==> config.mk <==
export PLATFORM = sky130hd
export DESIGN_NAME = prefix_gate_pipe
export DESIGN_NICKNAME = d
export VERILOG_FILES = /design/src/rtl/prefix_gate_pipe.sv
export SDC_FILE = /design/constraint.sdc
export NUM_CORES = 1
export LEC_CHECK = 0
export CORE_MARGIN = 8
export CORE_UTILIZATION = 52
export DETAILED_ROUTE_END_ITERATION = 12
export PLACE_DENSITY = 0.8
export SETUP_SLACK_MARGIN = 0.5
export SLEW_MARGIN = 20
export SYNTH_ARGS = -nofsm -noshare
export SYNTH_HDL_FRONTEND = slang
export SYNTH_SLANG_ARGS = --single-unit
export TNS_END_PERCENT = 20
==> constraint.sdc <==
create_clock -name clk -period 4.1 [get_ports clk]
set_clock_uncertainty 0.2 [all_clocks]
set_input_delay 1.025 -clock clk [delete_from_list [all_inputs] [get_ports clk]]
set_output_delay 1.025 -clock clk [all_outputs]
set_load 0.005 [all_outputs]
==> src/rtl/prefix_gate_pipe.sv <==
// prefix_gate_pipe
//   Two-stage valid/ready pipeline that computes every prefix reduction of an
//   N-bit operand vector: out_prefix[k] = op(in_data[0..k+1]). The operation is
//   chosen per beat and travels with its data. A saturating counter tracks
//   accepted output beats whose full reduction (out_all) is 1.
//
// Ports
//   clk, rst          rising-edge clock, asynchronous active-high reset
//   in_valid/in_ready producer handshake; in_data (N bits, bit 0 first), in_op
//                     00 AND, 01 OR, 10 XOR, 11 NAND (inverted AND prefix)
//   out_valid/out_ready consumer handshake; out_prefix (N-1 bits), out_all
//   hit_clr           synchronous clear of hit_cnt, wins over an increment
//   hit_cnt           saturating count of accepted beats with out_all == 1
module prefix_gate_pipe #(
  parameter int N     = 4,
  parameter int CNT_W = 8
) (
  input  logic             clk,
  input  logic             rst,
  input  logic             in_valid,
  output logic             in_ready,
  input  logic [N-1:0]     in_data,
  input  logic [1:0]       in_op,
  output logic             out_valid,
  input  logic             out_ready,
  output logic [N-2:0]     out_prefix,
  output logic             out_all,
  input  logic             hit_clr,
  output logic [CNT_W-1:0] hit_cnt
);

  localparam logic [1:0] OP_AND  = 2'b00;
  localparam logic [1:0] OP_OR   = 2'b01;
  localparam logic [1:0] OP_XOR  = 2'b10;
  localparam logic [1:0] OP_NAND = 2'b11;

  logic             s1_valid_q, s1_valid_d;
  logic [N-1:0]     s1_data_q, s1_data_d;
  logic [1:0]       s1_op_q, s1_op_d;
  logic             out_valid_q, out_valid_d;
  logic [N-2:0]     out_prefix_q, out_prefix_d;
  logic             out_all_q, out_all_d;
  logic [CNT_W-1:0] hit_cnt_q, hit_cnt_d;

  logic s2_ready, s1_fire, s2_fire, out_accept;

  logic [N-2:0] pre_and, pre_or, pre_xor, prefix_c;
  logic         acc_and, acc_or, acc_xor;

  assign s2_ready   = !out_valid_q || out_ready;
  assign in_ready   = !s1_valid_q || s2_ready;
  assign s1_fire    = in_valid && in_ready;
  assign s2_fire    = s1_valid_q && s2_ready;
  assign out_accept = out_valid_q && out_ready;

  // Running accumulators give all prefixes in one pass; NAND is the inverted
  // AND prefix rather than a chained NAND.
  always_comb begin
    pre_and  = '0;
    pre_or   = '0;
    pre_xor  = '0;
    prefix_c = '0;
    acc_and  = s1_data_q[0];
    acc_or   = s1_data_q[0];
    acc_xor  = s1_data_q[0];
    for (int k = 0; k < N - 1; k++) begin
      acc_and    = acc_and & s1_data_q[k+1];
      acc_or     = acc_or  | s1_data_q[k+1];
      acc_xor    = acc_xor ^ s1_data_q[k+1];
      pre_and[k] = acc_and;
      pre_or[k]  = acc_or;
      pre_xor[k] = acc_xor;
    end
    case (s1_op_q)
      OP_AND:  prefix_c = pre_and;
      OP_OR:   prefix_c = pre_or;
      OP_XOR:  prefix_c = pre_xor;
      OP_NAND: prefix_c = ~pre_and;
      default: prefix_c = pre_and;
    endcase
  end

  always_comb begin
    s1_valid_d   = s1_valid_q;
    s1_data_d    = s1_data_q;
    s1_op_d      = s1_op_q;
    out_valid_d  = out_valid_q;
    out_prefix_d = out_prefix_q;
    out_all_d    = out_all_q;
    hit_cnt_d    = hit_cnt_q;

    // Operands are only sampled on a handshake so idle X on the bus never
    // reaches the registers.
    if (s1_fire) begin
      s1_valid_d = 1'b1;
      s1_data_d  = in_data;
      s1_op_d    = in_op;
    end else if (s2_fire) begin
      s1_valid_d = 1'b0;
    end

    if (s2_fire) begin
      out_valid_d  = 1'b1;
      out_prefix_d = prefix_c;
      out_all_d    = prefix_c[N-2];
    end else if (out_accept) begin
      out_valid_d = 1'b0;
    end

    if (hit_clr) begin
      hit_cnt_d = '0;
    end else if (out_accept && out_all_q && (hit_cnt_q != {CNT_W{1'b1}})) begin
      hit_cnt_d = hit_cnt_q + CNT_W'(1);
    end
  end

  always_ff @(posedge clk or posedge rst) begin
    if (rst) begin
      s1_valid_q   <= 1'b0;
      s1_data_q    <= '0;
      s1_op_q      <= '0;
      out_valid_q  <= 1'b0;
      out_prefix_q <= '0;
      out_all_q    <= 1'b0;
      hit_cnt_q    <= '0;
    end else begin
      s1_valid_q   <= s1_valid_d;
      s1_data_q    <= s1_data_d;
      s1_op_q      <= s1_op_d;
      out_valid_q  <= out_valid_d;
      out_prefix_q <= out_prefix_d;
      out_all_q    <= out_all_d;
      hit_cnt_q    <= hit_cnt_d;
    end
  end

  assign out_valid  = out_valid_q;
  assign out_prefix = out_prefix_q;
  assign out_all    = out_all_q;
  assign hit_cnt    = hit_cnt_q;

endmodule

Yosys cells after proc, flatten, opt, wreduce, memory -nomap -nowiden
Cells that the tools add are included.

storage, ports and cells
  logic and storage cells = 42
  output and inout bits = 14
  register bits = 20
  input port bits = 11

cells by class
  reductions and logical operators = 13
  bitwise logic cells = 10
  $add $sub $neg = 1
  equality and inequality tests = 4
  multiplexer cells = 7

operators with widths
  cell                   count
  $mux W8                2
  $pmux W3 S4            1
  $add A8 B1 Y8 const B  1
  $ne A8 B8 Y1 const B   1
  $reduce_bool A2 Y1     3
  $logic_and A1 B1 Y1    5
  $eq A2 B2 Y1 const B   2
  $mux W1                4
  $and A1 B1 Y1          3
  $not A3 Y3             1
  $or A1 B1 Y1           3
  $xor A1 B1 Y1          3
  $eq A2 B1 Y1 const B   1
  $logic_not A1 Y1       2
  $logic_not A2 Y1       1
  $logic_or A1 B1 Y1     2

Depth between registers and ports, before layout
  word-level depth = 5
  gate-level depth with buffers = 6
  depth with buffers taken out = 6

Worst setup path after synthesis
OpenSTA, ideal clock, no wires.

  path kind = input port to output port
  start point = input out_ready
  end point = output in_ready
  cell stages on the path = 1
  path slack = 1671 ps
  path buffers = 0
  arrival time = 1204 ps
  required time = 2875 ps
  cell sequence = nand3b_1

on the way
  word-level cells in the longest chain between the ends = 2

RTL lines
  item                RTL line  source
  start, declared     25        input logic out_ready,
  $logic_or A1 B1 Y1  50        assign s2_ready = !out_valid_q || out_ready;
  $logic_or A1 B1 Y1  51        assign in_ready = !s1_valid_q || s2_ready;
  end, declared       21        output logic in_ready,

Every way passes these cells.

Worst setup path after layout
Same ends and word-level chain as after synthesis.

==> results.md <==
* Outcome: complete, no violations
* Register area share after synthesis at 0.4595
* Leak at 0.5735 nW
* Clk_lat worst skew at 0.31 ns
* Pwr Density at 353.0 nW/um^2
* Worst-Margin Slew at 0.6754 ns
* Total GRT Usage at 0.1241
* Comb power frac at 0.276
* Initial antenna violation count at 0
* Sequential share of power at 0.509
* Distinct cells, synth at 34
* Syn Area/Cell at 10.35 um^2
* Post-Place Cell Area at 1272 um^2
* Crit path max-delay family: buffers and inverters
* CTS Hold Bufs at 0
* N_diodes at 0
* Worst-path clk slew at 0.12 ns
* Seq cells post-synth at 19
* NetSw at 0.1384 mW
* Mapped Cells at 100
* Post-Syn Area at 1035 um^2
* Internal power at 0.3205 mW
* Setup TNS at 0 ns
* First-pass GRT wire length at 3436 um
* CP Launch Type: primary input
* Gpl congestion at 0.7982
* Share of layout cells above drive strength 1 at 0.1066
* Clock Path Buffers at 2
* Max FO, Critical Path at 3
* RSZ-0062 raised after global routing: no
* DR iter-0 viols at 15
* Final hold slack at 0.3112 ns
* Die area at 3674 um^2
* CTS tree: built
* Worst Path Class, Setup: in -> out
* Final setup violation count at 0
* Row Count at 16
* Worst path most repeated cell: clkdlybuf4s50_1
* Vias/cell at 5.336
* Largest net degree at the start of global routing at 20
* Placed insts at 145
* Endpoints failing hold at 0
* Post-route ant nets at 0
* Initial DRT Pass Iterations at 4
* Crit-path max cell delay at 0.52 ns
* Drt drc at 0
* Critical path data required time at 2.87 ns
* WP buf/inv at 2
* Setup crit end kind: output pin
* Design area at 1300 um^2
* Vias in the first global route at 797
* Via Count at 795
* Number of H-tree levels at 1
* Routed wire per std cell at 13.32 um
* Core area at 1922 um^2
* Critical path's slowest cell: clkdlybuf4s50_1
* CTS Buf Count at 3
* Die height at 60.61 um
* Slew Limit Fails at 0
* Grt total ovfl at 0
* Tightest Hold Check Type: reg -> reg
* Fin nets at 137
* Final Instance Count excl. Fillers at 149
* Initial Util at 0.5384
* Share of total power in the clock network at 0.215
* Chip Width at 60.61 um
* Area growth syn-to-layout at 25.64%
* Post-Route WL at 1984 um
* Crit-path cells: clkdlybuf4s50_1 > nand3b_1 > clkdlybuf4s50_1
* Sw frac at 0.3016
* I/O Buffers at 24
* Worst slew margin at 0.5492
* Final cycle utilization of the critical path at 0.8261
* Detailed placement HPWL at 1551 um
* Period minus WS final at 3.387 ns
* Clock Tree Root: clkbuf_4
* Post-CTS Setup Bufs at 0
* Worst vdd ir at 0.0002615 V
* YS warnings at 0
* Clock sinks at 19
* Syn_nets at 114
* # resized after CTS at 0
* Max-cap viol count at 0
* # IOs at 25
* CP arrival at 2.16 ns
* Max Clock Freq at 0.2953 GHz
-- final timing paths --
| check | startpoint | endpoint | slack, ns | cells after the start |
|---|---|---|---|---|
| max | out_ready | in_ready | 0.71 | 3 |
| min | s1_valid_q | out_valid | 0.31 | 1 |
| max reg2reg | s1_data_q[0] | out_prefix[2] | 2.25 | 6 |
| min reg2reg | s1_valid_q | out_valid | 0.31 | 1 |
| max in group asynchronous | rst | s1_op_q[1] | 2.37 | 2 |
| min in group asynchronous | rst | hit_cnt[4] | 0.90 | 2 |
-- layout by cell type, fill, tap and decap left out, drive strengths merged, types with 2 or more instances in the layout --
cell type	n
inv	7
and2	3
and3	2
nand2b	4
o211ai	2
nor2b	2
dfrtp	19
a21oi	5
mux2	7
o2111ai	2
nand4	2
nand2	2
xor2	6
clkbuf	3
clkdlybuf4s50	24
nor2	12
a211oi	3
ha	3
nand3	2
-- sequential cells by signal (all words and copies together) (netlist names) --
signal / count
out_prefix: 3
s1_valid_q: 1
out_valid: 1
hit_cnt: 8
s1_op_q: 2
s1_data_q: 4
-- metrics by stage --
| stage | worst slack (ns) | power [mW] | utilization |
|---|---|---|---|
| 3_5_place_dp | 0.6986 | 0.3663 | 0.6621 |
| 4_1_cts | 0.7046 | 0.4632 | 0.6764 |
| 5_1_grt | 0.6565 | 0.4901 | 0.6764 |
| 2_1_floorplan | 1.671 | 0.3157 | - |
| 6_report | 0.7132 | 0.4589 | 0.6764 |
| 3_3_place_gp | 0.7252 | 0.3597 | 0.6621 |
-- cells by family after synthesis --
kind of cell / synth area share
adders and majority gates: 0.03628
muxes: 0.08947
and+or+nand+nor: 0.1657
buffers and inverters: 0.06046
DFF: 0.4595
AOI/OAI and AO/OA: 0.1379
xor gates and xnor gates: 0.05079
-- cell usage after synthesis --
library cell	count	share of area
o211ai_2	1	0.012
o22a_1	1	0.0085
xor2_1	6	0.051
nand3_1	2	0.0097
nor2_1	12	0.044
buf_1	1	0.0036
nand2_1	2	0.0073
mux2i_1	1	0.0097
a32oi_1	1	0.0085
a21oi_1	5	0.024
o211a_1	1	0.0097
nand4_1	1	0.0060
o311ai_1	1	0.0085
ha_1	3	0.036
o211ai_1	1	0.0073
o21ai_1	1	0.0048
mux2_4	1	0.015
nand3b_1	1	0.0073
inv_1	7	0.025
dfrtp_1	19	0.46
a211oi_1	3	0.022
nand2b_1	4	0.024
and3_1	2	0.012
nor3_1	1	0.0048
nor2b_1	2	0.012
buf_2	2	0.0097
buf_4	3	0.022
a31oi_1	1	0.0060
nand4_2	1	0.012
and2_1	3	0.018
mux2_2	6	0.065
nand4b_1	1	0.0085
o32a_1	1	0.0097
o2111ai_1	2	0.017
-- metal layers --
layer,track usage,share of wire,up-vias
met3,0.03390,0.059,5
met1,0.1480,0.47,371
li1,-,-,395
met5,0,0,-
met4,0.06645,0.020,0
met2,0.1976,0.45,24
-- power groups by stage --
stage                     sequential, mW  clock (mW)  combinational [mW]
after floorplan                    0.227           0              0.0885
after global placement             0.236           0               0.124
after detailed placement           0.238           0               0.128
after CTS                          0.234       0.101               0.129
after global routing               0.238       0.109               0.143
final                              0.234      0.0987               0.127
-- cell type report --
cell class / instances / area (um^2)
fillers: 161 / 621.8
multi-input cells: 68 / 496.7
flip-flops and latches: 19 / 475.5
repair buffers: 24 / 240.2
well taps: 27 / 33.78
inverters: 7 / 26.28
clock buffers: 3 / 22.52
clock inverters: 1 / 5.005
No activity file was read; power rests on OpenSTA's default activity.
